===== src/rtl/bsg_cache_pkg.sv =====
// Shared cache types: request opcodes, the decoded-operation record, and the
// pipe-entry declaration macro used by the registered decode stage.
package bsg_cache_pkg;

  localparam int bsg_cache_opcode_width_lp = 6;

  typedef enum logic [5:0] {
    LB        = 6'd0,
    LH        = 6'd1,
    LW        = 6'd2,
    LD        = 6'd3,
    LBU       = 6'd4,
    LHU       = 6'd5,
    LWU       = 6'd6,
    LDU       = 6'd7,
    SB        = 6'd8,
    SH        = 6'd9,
    SW        = 6'd10,
    SD        = 6'd11,
    LM        = 6'd12,
    SM        = 6'd13,
    TAGST     = 6'd16,
    TAGFL     = 6'd17,
    TAGLV     = 6'd18,
    TAGLA     = 6'd19,
    AFL       = 6'd24,
    AFLINV    = 6'd25,
    AINV      = 6'd26,
    ALOCK     = 6'd27,
    AUNLOCK   = 6'd28,
    AMOSWAP_W = 6'd32,
    AMOADD_W  = 6'd33,
    AMOXOR_W  = 6'd34,
    AMOAND_W  = 6'd35,
    AMOOR_W   = 6'd36,
    AMOMIN_W  = 6'd37,
    AMOMAX_W  = 6'd38,
    AMOMINU_W = 6'd39,
    AMOMAXU_W = 6'd40,
    AMOSWAP_D = 6'd48,
    AMOADD_D  = 6'd49,
    AMOXOR_D  = 6'd50,
    AMOAND_D  = 6'd51,
    AMOOR_D   = 6'd52,
    AMOMIN_D  = 6'd53,
    AMOMAX_D  = 6'd54,
    AMOMINU_D = 6'd55,
    AMOMAXU_D = 6'd56
  } bsg_cache_opcode_e;

  typedef struct packed {
    logic [1:0] data_size_op;
    logic sigext_op;
    logic mask_op;
    logic ld_op;
    logic st_op;
    logic tagst_op;
    logic tagfl_op;
    logic taglv_op;
    logic tagla_op;
    logic afl_op;
    logic aflinv_op;
    logic ainv_op;
    logic alock_op;
    logic aunlock_op;
    logic tag_read_op;
    logic atomic_op;
    logic amoswap_op;
    logic amoadd_op;
    logic amoxor_op;
    logic amoand_op;
    logic amoor_op;
    logic amomin_op;
    logic amomax_op;
    logic amominu_op;
    logic amomaxu_op;
  } bsg_cache_decode_s;

endpackage

// One buffered decode result; widths follow the instantiating stage.
`ifndef BSG_CACHE_DECODE_PIPE_ENTRY_S_DEFINED
`define BSG_CACHE_DECODE_PIPE_ENTRY_S_DEFINED
`define BSG_CACHE_DECLARE_DECODE_PIPE_ENTRY_S(addr_width_mp, data_width_mp) \
  typedef struct packed { \
    bsg_cache_pkg::bsg_cache_decode_s decode; \
    logic [(addr_width_mp)-1:0] addr; \
    logic [(data_width_mp)-1:0] data; \
    logic [((data_width_mp)/8)-1:0] mask; \
    logic illegal; \
    logic misaligned; \
  } bsg_cache_decode_pipe_entry_s
`endif


===== src/rtl/bsg_cache_decode_skid.sv =====
// Generic two-entry buffer: ready/valid on the input, valid/yumi on the output.
// The head entry is always held in its own register so outputs are registered.
module bsg_cache_decode_skid
  #(parameter int width_p = 1)
  (
    input  logic               clk_i,
    input  logic               reset_n_i,
    input  logic               v_i,
    output logic               ready_o,
    input  logic [width_p-1:0] data_i,
    output logic               v_o,
    output logic [width_p-1:0] data_o,
    input  logic               yumi_i
  );

  logic [1:0]         count;
  logic [width_p-1:0] head;
  logic [width_p-1:0] tail;
  logic               enq;
  logic               deq;

  assign ready_o = (count != 2'd2);
  assign v_o     = (count != 2'd0);
  assign data_o  = head;
  assign enq     = v_i & ready_o;
  assign deq     = yumi_i & v_o;

  // Occupancy plus head/tail storage; a new entry goes straight to head when head is free or leaving
  always_ff @(posedge clk_i or negedge reset_n_i) begin
    if (!reset_n_i) begin
      count <= 2'd0;
      head  <= '0;
      tail  <= '0;
    end else begin
      count <= count + {1'b0, enq} - {1'b0, deq};
      if (enq && ((count == 2'd0) || ((count == 2'd1) && deq))) begin
        head <= data_i;
      end else if ((count == 2'd2) && deq) begin
        head <= tail;
      end
      if (enq && (count == 2'd1) && !deq) begin
        tail <= data_i;
      end
    end
  end

  // Consuming from an empty buffer is a protocol error on the downstream side
  assert property (@(posedge clk_i) disable iff (!reset_n_i) yumi_i |-> v_o)
    else $error("bsg_cache_decode_skid: yumi_i asserted while empty");

endmodule


===== src/rtl/bsg_cache_decode_pipe.sv =====
// Registered cache-request decode stage: decodes opcode, builds the byte-lane
// mask and illegal/misaligned flags, and buffers results in a 2-entry skid.
module bsg_cache_decode_pipe
  import bsg_cache_pkg::*;
  #(parameter int addr_width_p = 32,
    parameter int data_width_p = 64,
    localparam int data_mask_width_lp = data_width_p / 8,
    localparam int lg_data_mask_width_lp = $clog2(data_mask_width_lp))
  (
    input  logic                          clk_i,
    input  logic                          reset_n_i,
    input  logic                          v_i,
    output logic                          ready_o,
    input  bsg_cache_opcode_e             opcode_i,
    input  logic [addr_width_p-1:0]       addr_i,
    input  logic [data_width_p-1:0]       data_i,
    input  logic [data_mask_width_lp-1:0] mask_i,
    output logic                          v_o,
    input  logic                          yumi_i,
    output bsg_cache_decode_s             decode_o,
    output logic [addr_width_p-1:0]       addr_o,
    output logic [data_width_p-1:0]       data_o,
    output logic [data_mask_width_lp-1:0] mask_o,
    output logic                          illegal_o,
    output logic                          misaligned_o
  );

  if (!((data_width_p == 32) || (data_width_p == 64))) begin : g_bad_width
    $error("bsg_cache_decode_pipe: data_width_p must be 32 or 64");
  end

  `BSG_CACHE_DECLARE_DECODE_PIPE_ENTRY_S(addr_width_p, data_width_p);

  bsg_cache_decode_s                  dec;
  logic                               legal;
  logic                               illegal;
  logic                               misaligned;
  logic                               access;
  logic [15:0]                        align;
  logic [data_mask_width_lp-1:0]      mask;
  logic [lg_data_mask_width_lp-1:0]   offset;
  bsg_cache_decode_pipe_entry_s       entry_in;
  bsg_cache_decode_pipe_entry_s       entry_out;

  assign offset = addr_i[lg_data_mask_width_lp-1:0];

  // Classify the opcode into access size, direction and maintenance flags; unknown or too-wide ops become illegal
  always_comb begin
    dec   = '0;
    legal = 1'b1;
    case (opcode_i)
      LB:      begin dec.ld_op = 1'b1; dec.sigext_op = 1'b1; dec.data_size_op = 2'd0; end
      LH:      begin dec.ld_op = 1'b1; dec.sigext_op = 1'b1; dec.data_size_op = 2'd1; end
      LW:      begin dec.ld_op = 1'b1; dec.sigext_op = 1'b1; dec.data_size_op = 2'd2; end
      LD:      begin dec.ld_op = 1'b1; dec.sigext_op = 1'b1; dec.data_size_op = 2'd3; end
      LBU:     begin dec.ld_op = 1'b1; dec.data_size_op = 2'd0; end
      LHU:     begin dec.ld_op = 1'b1; dec.data_size_op = 2'd1; end
      LWU:     begin dec.ld_op = 1'b1; dec.data_size_op = 2'd2; end
      LDU:     begin dec.ld_op = 1'b1; dec.data_size_op = 2'd3; end
      SB:      begin dec.st_op = 1'b1; dec.data_size_op = 2'd0; end
      SH:      begin dec.st_op = 1'b1; dec.data_size_op = 2'd1; end
      SW:      begin dec.st_op = 1'b1; dec.data_size_op = 2'd2; end
      SD:      begin dec.st_op = 1'b1; dec.data_size_op = 2'd3; end
      LM:      begin dec.ld_op = 1'b1; dec.mask_op = 1'b1; dec.data_size_op = 2'(lg_data_mask_width_lp); end
      SM:      begin dec.st_op = 1'b1; dec.mask_op = 1'b1; dec.data_size_op = 2'(lg_data_mask_width_lp); end
      TAGST:   dec.tagst_op   = 1'b1;
      TAGFL:   dec.tagfl_op   = 1'b1;
      TAGLV:   dec.taglv_op   = 1'b1;
      TAGLA:   dec.tagla_op   = 1'b1;
      AFL:     dec.afl_op     = 1'b1;
      AFLINV:  dec.aflinv_op  = 1'b1;
      AINV:    dec.ainv_op    = 1'b1;
      ALOCK:   dec.alock_op   = 1'b1;
      AUNLOCK: dec.aunlock_op = 1'b1;
      AMOSWAP_W, AMOADD_W, AMOXOR_W, AMOAND_W, AMOOR_W,
      AMOMIN_W, AMOMAX_W, AMOMINU_W, AMOMAXU_W:
               begin dec.atomic_op = 1'b1; dec.data_size_op = 2'd2; end
      AMOSWAP_D, AMOADD_D, AMOXOR_D, AMOAND_D, AMOOR_D,
      AMOMIN_D, AMOMAX_D, AMOMINU_D, AMOMAXU_D:
               begin dec.atomic_op = 1'b1; dec.data_size_op = 2'd3; end
      default: legal = 1'b0;
    endcase
    case (opcode_i)
      AMOSWAP_W, AMOSWAP_D: dec.amoswap_op = 1'b1;
      AMOADD_W,  AMOADD_D:  dec.amoadd_op  = 1'b1;
      AMOXOR_W,  AMOXOR_D:  dec.amoxor_op  = 1'b1;
      AMOAND_W,  AMOAND_D:  dec.amoand_op  = 1'b1;
      AMOOR_W,   AMOOR_D:   dec.amoor_op   = 1'b1;
      AMOMIN_W,  AMOMIN_D:  dec.amomin_op  = 1'b1;
      AMOMAX_W,  AMOMAX_D:  dec.amomax_op  = 1'b1;
      AMOMINU_W, AMOMINU_D: dec.amominu_op = 1'b1;
      AMOMAXU_W, AMOMAXU_D: dec.amomaxu_op = 1'b1;
      default: ;
    endcase
    dec.sigext_op   = dec.sigext_op | dec.atomic_op;
    dec.tag_read_op = ~dec.tagst_op;
    illegal = ~legal | ((dec.data_size_op == 2'd3) && (data_width_p == 32));
    if (illegal) begin
      dec = '0;
      dec.tag_read_op = 1'b1;
    end
  end

  // Byte-lane mask from size and low address bits; misaligned accesses get an empty mask
  always_comb begin
    access     = dec.ld_op | dec.st_op | dec.atomic_op;
    align      = (16'd1 << dec.data_size_op) - 16'd1;
    misaligned = access & ((align & 16'(offset)) != 16'd0);
    mask       = '0;
    if (dec.mask_op) begin
      mask = mask_i;
    end else if (access) begin
      mask = data_mask_width_lp'(((16'd1 << (16'd1 << dec.data_size_op)) - 16'd1) << offset);
    end
    if (misaligned) begin
      mask = '0;
    end
  end

  assign entry_in = '{decode: dec, addr: addr_i, data: data_i, mask: mask,
                      illegal: illegal, misaligned: misaligned};

  bsg_cache_decode_skid #(.width_p($bits(bsg_cache_decode_pipe_entry_s))) skid (
    .clk_i     (clk_i),
    .reset_n_i (reset_n_i),
    .v_i       (v_i),
    .ready_o   (ready_o),
    .data_i    (entry_in),
    .v_o       (v_o),
    .data_o    (entry_out),
    .yumi_i    (yumi_i)
  );

  assign decode_o     = entry_out.decode;
  assign addr_o       = entry_out.addr;
  assign data_o       = entry_out.data;
  assign mask_o       = entry_out.mask;
  assign illegal_o    = entry_out.illegal;
  assign misaligned_o = entry_out.misaligned;

endmodule

===== config.mk =====
export PLATFORM = sky130hd
export DESIGN_NAME = bsg_cache_decode_pipe
export DESIGN_NICKNAME = d
export VERILOG_FILES = /design/src/rtl/bsg_cache_pkg.sv /design/src/rtl/bsg_cache_decode_skid.sv /design/src/rtl/bsg_cache_decode_pipe.sv
export SDC_FILE = /design/constraint.sdc
export NUM_CORES = 1
export LEC_CHECK = 0
export CAP_MARGIN = 20
export CORE_UTILIZATION = 30
export CTS_CLUSTER_DIAMETER = 200
export CTS_CLUSTER_SIZE = 20
export DETAILED_ROUTE_END_ITERATION = 10
export PLACE_DENSITY = 0.48
export SKIP_CTS_REPAIR_TIMING = 1
export SLEW_MARGIN = 20
export SYNTH_ARGS = -nofsm -noshare
export SYNTH_HDL_FRONTEND = slang
export SYNTH_HIERARCHICAL = 1
export SYNTH_SLANG_ARGS = --single-unit
export TNS_END_PERCENT = 50

===== constraint.sdc =====
create_clock -name clk_i -period 2.2 [get_ports clk_i]
set_input_delay 0.44 -clock clk_i [delete_from_list [all_inputs] [get_ports clk_i]]
set_output_delay 0.44 -clock clk_i [all_outputs]
set_load 0.02 [all_outputs]

# After elaboration in Yosys (flattened, before gate mapping)
# Cells that the tools add are included.
# Widths: inputs -> output; s select.
dict set report op_classes {
  n_addsub 4
  bitwise 9
  n_reduce_logical 30
  shift 3
  mux 31
  eq_ne 43
}
# op count
set ops {}
lappend ops {{$mux 132} 2}
lappend ops {{$eq 6x6->1 const B} 18}
lappend ops {{$eq 6x5->1 const B} 9}
lappend ops {{$reduce_or 41->1} 1}
lappend ops {{$eq 6x4->1 const B} 6}
lappend ops {{$sub 16x1->16 const B} 2}
lappend ops {{$mux 26} 1}
lappend ops {{$eq 6x3->1 const B} 4}
lappend ops {{$mux 1} 24}
lappend ops {{$mux 8} 3}
lappend ops {{$reduce_or 2->1} 10}
lappend ops {{$reduce_or 18->1} 1}
lappend ops {{$and 16x3->16} 1}
lappend ops {{$reduce_bool 16->1} 1}
lappend ops {{$shl 1x16->16 const A} 1}
lappend ops {{$shl 1x2->16 const A} 1}
lappend ops {{$shl 16x3->8} 1}
lappend ops {{$reduce_or 14->1} 1}
lappend ops {{$eq 6x2->1 const B} 2}
lappend ops {{$reduce_or 12->1} 1}
lappend ops {{$reduce_or 9->1} 1}
lappend ops {{$eq 6x1->1 const B} 1}
lappend ops {{$logic_not 6->1} 1}
lappend ops {{$pmux 2 s3} 1}
lappend ops {{other kinds (16)} 26}
dict set report word_totals {
  ff_bits 266
  out_inout_bits 134
  input_bits 114
  wordCells 123
}

# Longest topological paths before layout
# Gate-level depths: netlist of run 1.
dict set report logic_depth {
  depth_word 13
  ltp_mapped 12
  ltp_nobuf 11
}

# Cells and area by module
# Netlist of run 1, hierarchy kept.
# mod instances area_per_inst_um2 cells_each
set by_module_without_submodules {}
lappend by_module_without_submodules {bsg_cache_decode_skid 1 11561.1 722}
lappend by_module_without_submodules {bsg_cache_decode_pipe 1 773.2 130}

# Least setup slack after synthesis of run 1
# Ideal clock, no wire load.
dict set report synth_timing {
  path_type {input to register}
  start {input port opcode_i[0]}
  end {register skid.tail[6]}
  arrival_ns 2.414
  required_ns 2.075
  cell_stages 10
  setup_time_ns 0.125
  slack_ns -0.339
  cell_sequence {buf_6 -> o31ai_1 -> nand2_1 -> nand2_1 -> inv_1 -> ha_1 -> nand2b_1 -> a311oi_4 -> a211oi_1 -> mux2_2}
}
dict set report synth_between {
  elab_cells_between_ends 69
  classes_between {2 x add/sub; 40 x eq/ne; 3 x shift; 10 x mux; 4 x bitwise; 10 x reduce/logical}
}
# item line
set synth_lines {}
lappend synth_lines {{start, declared} bsg_cache_decode_pipe.sv:14} ;# input bsg_cache_opcode_e opcode_i,
lappend synth_lines {{$eq 6x6->1, or another cell as far along} bsg_cache_decode_pipe.sv:51} ;# case (opcode_i)
lappend synth_lines {{$reduce_or 14->1 (no source line), or another cell as far along} -}
lappend synth_lines {{$pmux 2 s3 / $mux 1 (equally long branches)} bsg_cache_decode_pipe.sv:51}
lappend synth_lines {{$mux 26 (*)} bsg_cache_decode_pipe.sv:98} ;# if (illegal) begin
lappend synth_lines {{$shl 1x2->16} bsg_cache_decode_pipe.sv:107} ;# align = (16'd1 << dec.data_size_op) - 16'd1;
lappend synth_lines {{$sub 16x1->16} bsg_cache_decode_pipe.sv:107}
lappend synth_lines {{$and 16x3->16} bsg_cache_decode_pipe.sv:108} ;# misaligned = access & ((align & 16'(offset)) != 16'd0);
lappend synth_lines {{$reduce_bool 16->1} bsg_cache_decode_pipe.sv:108}
lappend synth_lines {{$and 1x1->1 (*)} bsg_cache_decode_pipe.sv:108}
lappend synth_lines {{net misaligned} bsg_cache_decode_pipe.sv:37} ;# logic misaligned;
lappend synth_lines {{$mux 8 (*)} bsg_cache_decode_pipe.sv:115} ;# if (misaligned) begin
lappend synth_lines {{net mask[4]} bsg_cache_decode_pipe.sv:40} ;# logic [data_mask_width_lp-1:0] mask;
lappend synth_lines {{end signal, assigned} bsg_cache_decode_skid.sv:42} ;# tail <= data_i;
lappend synth_lines {{end, declared} bsg_cache_decode_skid.sv:18} ;# logic [width_p-1:0] tail;
# Mark *: on every way through the listed nets, which the timed path passes. The rest lies on a longest branch.
# A chain may end at the register's enable or synchronous reset.

# Final worst setup path of run 1
dict set report layout_timing {
  start {input port opcode_i[0]}
  end {register skid.head[9], in the netlist skid/data_o[9]}
}
dict set report layout_between {
  elab_cells_between_ends 70
  classes_between {2 x add/sub; 40 x eq/ne; 3 x shift; 11 x mux; 4 x bitwise; 10 x reduce/logical}
}
# item line
set layout_lines {}
lappend layout_lines {{$eq 6x6->1, or another cell as far along} bsg_cache_decode_pipe.sv:51}
lappend layout_lines {{$reduce_or 14->1 (no source line), or another cell as far along} -}
lappend layout_lines {{$pmux 2 s3 / $mux 1 (equally long branches)} bsg_cache_decode_pipe.sv:51}
lappend layout_lines {{$mux 26 (*)} bsg_cache_decode_pipe.sv:98}
lappend layout_lines {{$shl 1x2->16} bsg_cache_decode_pipe.sv:107}
lappend layout_lines {{$sub 16x1->16} bsg_cache_decode_pipe.sv:107}
lappend layout_lines {{$and 16x3->16} bsg_cache_decode_pipe.sv:108}
lappend layout_lines {{$reduce_bool 16->1} bsg_cache_decode_pipe.sv:108}
lappend layout_lines {{$and 1x1->1 (*)} bsg_cache_decode_pipe.sv:108}
lappend layout_lines {{net misaligned} bsg_cache_decode_pipe.sv:37}
lappend layout_lines {{$mux 8 (*)} bsg_cache_decode_pipe.sv:115}
lappend layout_lines {{net mask[7]} bsg_cache_decode_pipe.sv:40}
lappend layout_lines {{$mux 132 (*)} bsg_cache_decode_skid.sv:36} ;# if (enq && ((count == 2'd0) || ((count == 2'd1) && deq))) begin
lappend layout_lines {{end signal, assigned} bsg_cache_decode_skid.sv:37} ;# head <= data_i;
lappend layout_lines {{end signal, assigned} bsg_cache_decode_skid.sv:39} ;# head <= tail;
lappend layout_lines {{end, declared} bsg_cache_decode_skid.sv:17} ;# logic [width_p-1:0] head;
# Marks and branches as above.

==> results of run 1 <==
==> flip-flops by register name, indices dropped and copies added, names as in the netlist <==
| register | count |
|---|---|
| skid/data_o | 132 |
| skid/count | 2 |
| skid/tail | 132 |
==> cell usage after synthesis, drive strengths merged (3+ instances only) <==
cell type	n
mux2	396
dfrtp	266
buf	50
nor2	28
nand2	14
a21oi	9
clkbuf	7
inv	7
nand2b	7
o21ai	6
nor2b	5
a211oi	4
and3	4
nand3	4
nor3	3
o22ai	3
or2	3
==> per-layer routing <==
layer | up-vias | wire length, um | global-route usage, %
li1 | 3659 | - | -
met1 | 3894 | 14200 | 20.2
met2 | 146 | 14100 | 23.8
met3 | 22 | 1470 | 2.91
met4 | 0 | 403 | 2.53
met5 | - | 0 | 0
==> final cells by class <==
cell class / instances / area share [%]
repair buffers: 340 / 21.7
clock buffers: 17 / 2.54
well taps: 525 / 3.92
flip-flops and latches: 266 / 39.7
inverters: 7 / 0.157
clock inverters: 1 / 0.0971
multi-input cells: 522 / 31.9
==> worst paths after layout <==
path                                    start              end  slack (ns)  cells past startpoint
min in group clk_i              skid/tail[53]    skid/tail[53]        0.51                      1
worst min register to register  skid/tail[53]    skid/tail[53]        0.51                      1
worst max register to register  skid/count[1]  skid/data_o[56]        0.45                      5
worst max-delay path              opcode_i[0]   skid/data_o[9]        0.15                     12
max in group asynchronous           reset_n_i    skid/count[0]        0.99                      3
worst min-delay path                reset_n_i    skid/tail[89]        0.44                      2
==> logic make-up (layout without fill, tap and decap cells) <==
| kind of cell | count (synthesis) | in the layout |
|---|---|---|
| fa+ha+maj | 2 | 2 |
| simple gates | 79 | 79 |
| flops | 266 | 266 |
| compound gates | 44 | 44 |
| buf+inv | 64 | 365 |
| mux | 396 | 396 |
| xor+xnor | 1 | 1 |
==> report_power, final <==
group / internal (mW) / switching [mW] / leakage, nW
Sequential: 7.02 / 1.07 / 3.28
Combinational: 5.48 / 3.86 / 3.76
Clock: 1.40 / 1.66 / 0.217
==> stage by stage <==
step | power, mW | cell area (um^2) | setup WS [ns]
finish | 20.5 | 16800 | 0.155
global route | 21.9 | 16800 | 0.0538
CTS | 20.9 | 16700 | -0.233
detailed placement | 17.7 | 16300 | -0.621
global placement | 17.6 | 16300 | -0.603
floorplan | 13.6 | 12400 | -0.109
==> critical path: cells and delay by family <==
family	cells	cell delay, ns
compound gates	3	0.62
buf+inv	4	0.55
simple gates	3	0.32
fa+ha+maj	1	0.26
mux	1	0.26
==> results by group, run 1 <==
Run status
  • Status: finished, final reports clean

Yosys
  • Synth Flop Type: dfrtp_1
  • Post-synthesis sequential area ratio: between 50% and 60%
  • Synth cell types: 55
  • Post-Synth XOR/XNOR Area: 0.0710%
  • Synth area leader: dfrtp_1
  • Mapped Cells: 852
  • Simple-Gate Fraction of Synth Area: 3.44%
  • EDFF count, synth: 0
  • Synth Area in Compound Gates: between 2 and 3%
  • Flops & latches, synth: approximately 270
  • Yosys top cell area share: 54.0%
  • Main combinational cell family by area after synthesis: multiplexers
  • Syn_area_per_cell: 14.5 um^2
  • Multiplexer share of the synthesized area: about 36%
  • Area contributors post-synth: dfrtp_1 54%, mux2_2 29%, mux2_1 7.3%, buf_4 1.2%, buf_6 0.91%
  • Synthesis warning total: 6
  • Syn_nets: 968
  • Post-synthesis adder-cell area fraction: less than 1%
  • Asr flop ratio synth: 100%
  • Area of the mapped netlist: 0.0123 mm^2

Floorplan
  • Initial Util: 30.8%
  • Die width: 205 um
  • # rows: 73
  • Core area: 0.0401 mm^2
  • Die Ht: 205 um
  • Die area: 0.0419 mm^2
  • Number of I/O pins: 248

STA
  • Min cycle time layout: between 2 and 2.5 ns
  • Final setup fails: 0
  • Final Skew: between 0.015 and 0.02 ns
  • Slew Viols, Final: 0
  • Slew headroom: roughly 71%
  • Slew @ Worst Pin: 0.433 ns
  • Fin crit share: around 93%
  • RSZ-0062 raised after global routing: no
  • Hold Vio Cnt, Final: 0
  • Upper clock frequency limit: 0.489 GHz
  • Setup TNS: 0 ns
  • Final hold slack: 0.442 ns

Cells and area
  • Core Util, Final: 41.8%
  • Area of the multi-input gates: 0.00534 mm^2
  • Final Non-Filler Cells: ~1,700
  • # diodes: 0
  • Nets@finish: ~1,300
  • Most frequent cells in the layout: 311 x mux2_2, 265 x dfrtp_1, 238 x clkdlybuf4s50_1
  • Commonest non-fill, non-tap cell in the layout: mux2_2
  • Layout cells sized above 1: approximately two fifths
  • Fillers: roughly 3,800
  • P&R area growth vs syn: 35.9%
  • Storage cell area: roughly 0.0067 mm^2

Routing
  • Post-route antenna net violation count: 0
  • Via/cell ratio: 4.60
  • Drt first pass iters: 4
  • Drt drc: 0
  • Vias: 7,721
  • Wire per inst: 18.0 um
  • Iteration-0 DRC Markers: 305
  • Post-Route WL: 30,200 um

Placement
  • Placer congestion estimate: 0.773
  • Number of port buffers: around 250
  • DP Wirelength: ~22,000 um
  • Dpl cells: 1,658

CTS
  • Clk buf depth: 3
  • Max H-tree Level: 1
  • Root Driver: clkbuf_16
  • Clk slew on worst S/H paths: approximately 0.09 ns
  • Worst skew pair latency: 0.51 ns
  • Clk sinks: 266
  • CTS Buf Count: 17
  • CTS tree: done

Critical path
  • Critical Path RT: 2.60 ns
  • Setup CP Type: input pin to register
  • Critical Path End Type: register
  • WP data arrival: 2.45 ns
  • Largest stage delay on the critical path: 0.29 ns
  • Startpoint Class: input pin
  • Crit path cell chain: dlymetal6s2s_1 -> buf_6 -> o31ai_4 -> nand2_2 -> nand2_2 -> inv_1 -> ha_1 -> nand2b_4 -> a311oi_4 -> buf_2 -> a21oi_1 -> mux2_2
  • Cell mode on critical path: nand2_2
  • CP Max Fanout: 5
  • CP max stage cell: a311oi_4

GRT
  • First-pass GRT wire length: 48,300 um
  • Total track usage: 14.6%
  • Initial antenna violation count: 0
  • GRT Residual Overflow: 0
  • Largest net degree at the start of global routing: 68
  • Vias in the first global route: 8,342

Hold path
  • Type of the tightest min-delay check: input pin to async pin

Power
  • P per Cell Area: 1220 mW/mm^2
  • Peak VDD IR: about 620 uV
  • Leakage power: roughly 7.3 nW

Flow run
  • Maxcap violations: 0
(Power assumes the default switching activity.)
==> inputs of run 2 (changes only) <==
SETUP_SLACK_MARGIN = 0.5   (was not set)
==> run 2 against run 1 <==
Cell count rose by 0.95%. Count of clock-buffer cells in the layout did not move. Sequential power barely moved. Design area rose by 5.6%. Hold slack barely moved. Clock power barely moved. Setup slack improved by 0.047 ns. Routed wire length rose by 5.0%. Global-route usage did not move. Critical endpoint is now v_o.
==> results by group, run 2 (synthesized netlist as in run 1, its figures left out) <==
Run status
  • Status: finished, final reports clean

Power
  • Combinational Power Share: 47.3% (+1.7 points)
  • Flop pwr share: 38.1% (-1.4 points)
  • Internal power consumption: 14.4 mW (+3.4%)
  • Clk pwr share: 14.5% (-0.4 points)
  • Switch Pwr: 6.81 mW (+3.2%)
  • Peak VDD IR: 600 uV (-2.9%)
  • P per Cell Area: 1200 mW/mm^2 (-2.2%)
  • Leakage power: 9.20 nW (+27%)
  • Final Total Pwr: 21.2 mW (+3.3%)
  • Switching Share: 32.1% (-0.039 points)

Cells and area
  • Final Non-Filler Cells: 1,694 (+0.95%)
  • Most frequent cells in the layout: 283 x mux2_2, 264 x dfrtp_1, 134 x dlymetal6s2s_1
  • Layout cells sized above 1: 44.1% (+5.0 points)
  • P&R area growth vs syn: 43.5%
  • # diodes: 0 (unchanged)
  • Commonest non-fill, non-tap cell in the layout: mux2_2
  • Nets@finish: 1,286 (+1.3%)

CTS
  • CTS tree: done
  • Clk slew on worst S/H paths: 0.08 ns (about the same)
  • Worst skew pair latency: 0.51 ns (about the same)
  • Clk buf depth: 3 (unchanged)
  • Root Driver: clkbuf_16
  • Max H-tree Level: 1 (unchanged)
  • CTS Buf Count: 17 (unchanged)
  • Clk sinks: 266 (unchanged)

Critical path
  • Kind of cell with the highest combined delay on the critical path: flip-flops
  • Critical R2R Launch: skid/count[0]
  • Setup CP Type: register to output pin
  • WP data arrival: 1.56 ns (-0.89 ns)
  • Critical Path End Type: output pin
  • CP Max Fanout: 8 (+3)
  • Largest stage delay on the critical path: 0.49 ns (+0.20 ns)
  • Buf/Inv on CP: 1 (-3)
  • Worst setup startpoint: skid/count[1]
  • Critical Path RT: 1.76 ns (-0.84 ns)
  • CP max stage cell: dfrtp_2
  • Crit path cell chain: or2_2 -> dlymetal6s2s_1
  • Startpoint Class: register

STA
  • Slew headroom: 70.6% (-0.34 points)
  • Final Skew: 0.0206 ns (+0.00139 ns)
  • Fin crit share: 90.8% (-2.1 points)
  • Upper clock frequency limit: 0.500 GHz (+2.4%)
  • Setup TNS: 0 ns (unchanged)
  • Hold Vio Cnt, Final: 0 (unchanged)
  • Final hold slack: 0.442 ns (-0.000312 ns)
  • Min cycle time layout: 2.00 ns (-0.0470 ns)
  • Slew @ Worst Pin: 0.438 ns (+0.00501 ns)
  • RSZ-0062 raised after global routing: yes
  • Slew Viols, Final: 0 (unchanged)
  • Final setup fails: 0 (unchanged)

Placement
  • Number of port buffers: 247 (unchanged)
  • DP Wirelength: 22,200 um (unchanged)
  • Dpl cells: 1,658 (unchanged)
  • Placer congestion estimate: 0.773 (unchanged)

GRT
  • GRT Residual Overflow: 0 (unchanged)
  • Largest net degree at the start of global routing: 68 (unchanged)
  • Total track usage: 14.6% (unchanged)
  • Vias in the first global route: 8,342 (unchanged)
  • First-pass GRT wire length: 48,300 um (unchanged)
  • Initial antenna violation count: 1 (+1)

Routing
  • Wire per inst: 18.7 um (+4.1%)
  • Via/cell ratio: 4.64 (+0.85%)
  • Drt first pass iters: 4 (unchanged)
  • Post-Route WL: 31,700 um (+5.0%)
  • Iteration-0 DRC Markers: 346 (+13%)
  • Vias: 7,861 (+1.8%)
  • Drt drc: 0 (unchanged)
  • Post-route antenna net violation count: 0 (unchanged)

Hold path
  • Type of the tightest min-delay check: input pin to async pin

Floorplan
  • # rows: 73 (unchanged)
  • Die width: 205 um (unchanged)
  • Initial Util: 30.8% (unchanged)
  • Die Ht: 205 um (unchanged)
  • Number of I/O pins: 248 (unchanged)
  • Core area: 0.0401 mm^2 (unchanged)
  • Die area: 0.0419 mm^2 (unchanged)

Flow run
  • Maxcap violations: 0 (unchanged)
==> run 2: cell types whose count changed in the layout (fill, tap and decap cells not counted), moves of 2 or more <==
cell             delta
a21oi_1             -3
a21oi_4             +3
buf_6               +5
buf_8               +3
clkbuf_16           +9
clkbuf_2            +5
clkdlybuf4s50_1   -133
dlymetal6s2s_1    +126
inv_1               -2
mux2_1             -26
mux2_2             -28
mux2_4             +54
nor2_1              -2
nor2_4              +2
==> run 2: metal layers <==
metal / wire length (um) / part of all wire [%] / up-vias / track usage, %
met3: 1520 / 4.8 / 24 / 2.91
met1: 15000 / 47 / 3975 / 20.2
met5: 13 / 0.041 / - / 0
met2: 14800 / 47 / 161 / 23.8
met4: 403 / 1.3 / 2 / 2.53
li1: - / - / 3699 / -
==> run 2: final timing paths <==
| kind | endpoint | slack (ns) | depth (start not counted) |
|---|---|---|---|
| max in group asynchronous | skid/count[1] | 0.99 | 3 |
| min in group clk_i | skid/tail[66] | 0.50 | 1 |
| worst min-delay path | skid/tail[89] | 0.44 | 2 |
| worst min register to register | skid/tail[66] | 0.50 | 1 |
| worst max register to register | skid/data_o[70] | 0.32 | 6 |
| worst max-delay path | v_o | 0.20 | 2 |
==> run 2: power by group through the flow <==
stage	logic (mW)	registers [mW]	clock network, mW
finish	10.0	8.08	3.08
global placement	9.38	8.21	0
floorplan	4.34	9.24	0
CTS	9.50	8.14	3.28
detailed placement	9.48	8.24	0
global route	10.7	8.40	3.43
==> run 2: through the flow <==
step,util (%),instance area [um^2],setup slack [ns]
floorplan,-,12400,-0.109
global placement,40.6,16300,-0.603
detailed placement,40.6,16300,-0.621
CTS,41.7,16700,-0.233
global route,44.1,17700,0.151
finish,44.1,17700,0.202
==> run 2: final cells by class <==
type / instances / area (um^2)
inverters: 7 / 28.8
clock buffers: 17 / 425
flip-flops and latches: 266 / 6660
clock inverters: 1 / 16.3
fillers: 3683 / 22400
well taps: 525 / 657
repair buffers: 356 / 4260
multi-input cells: 522 / 5660
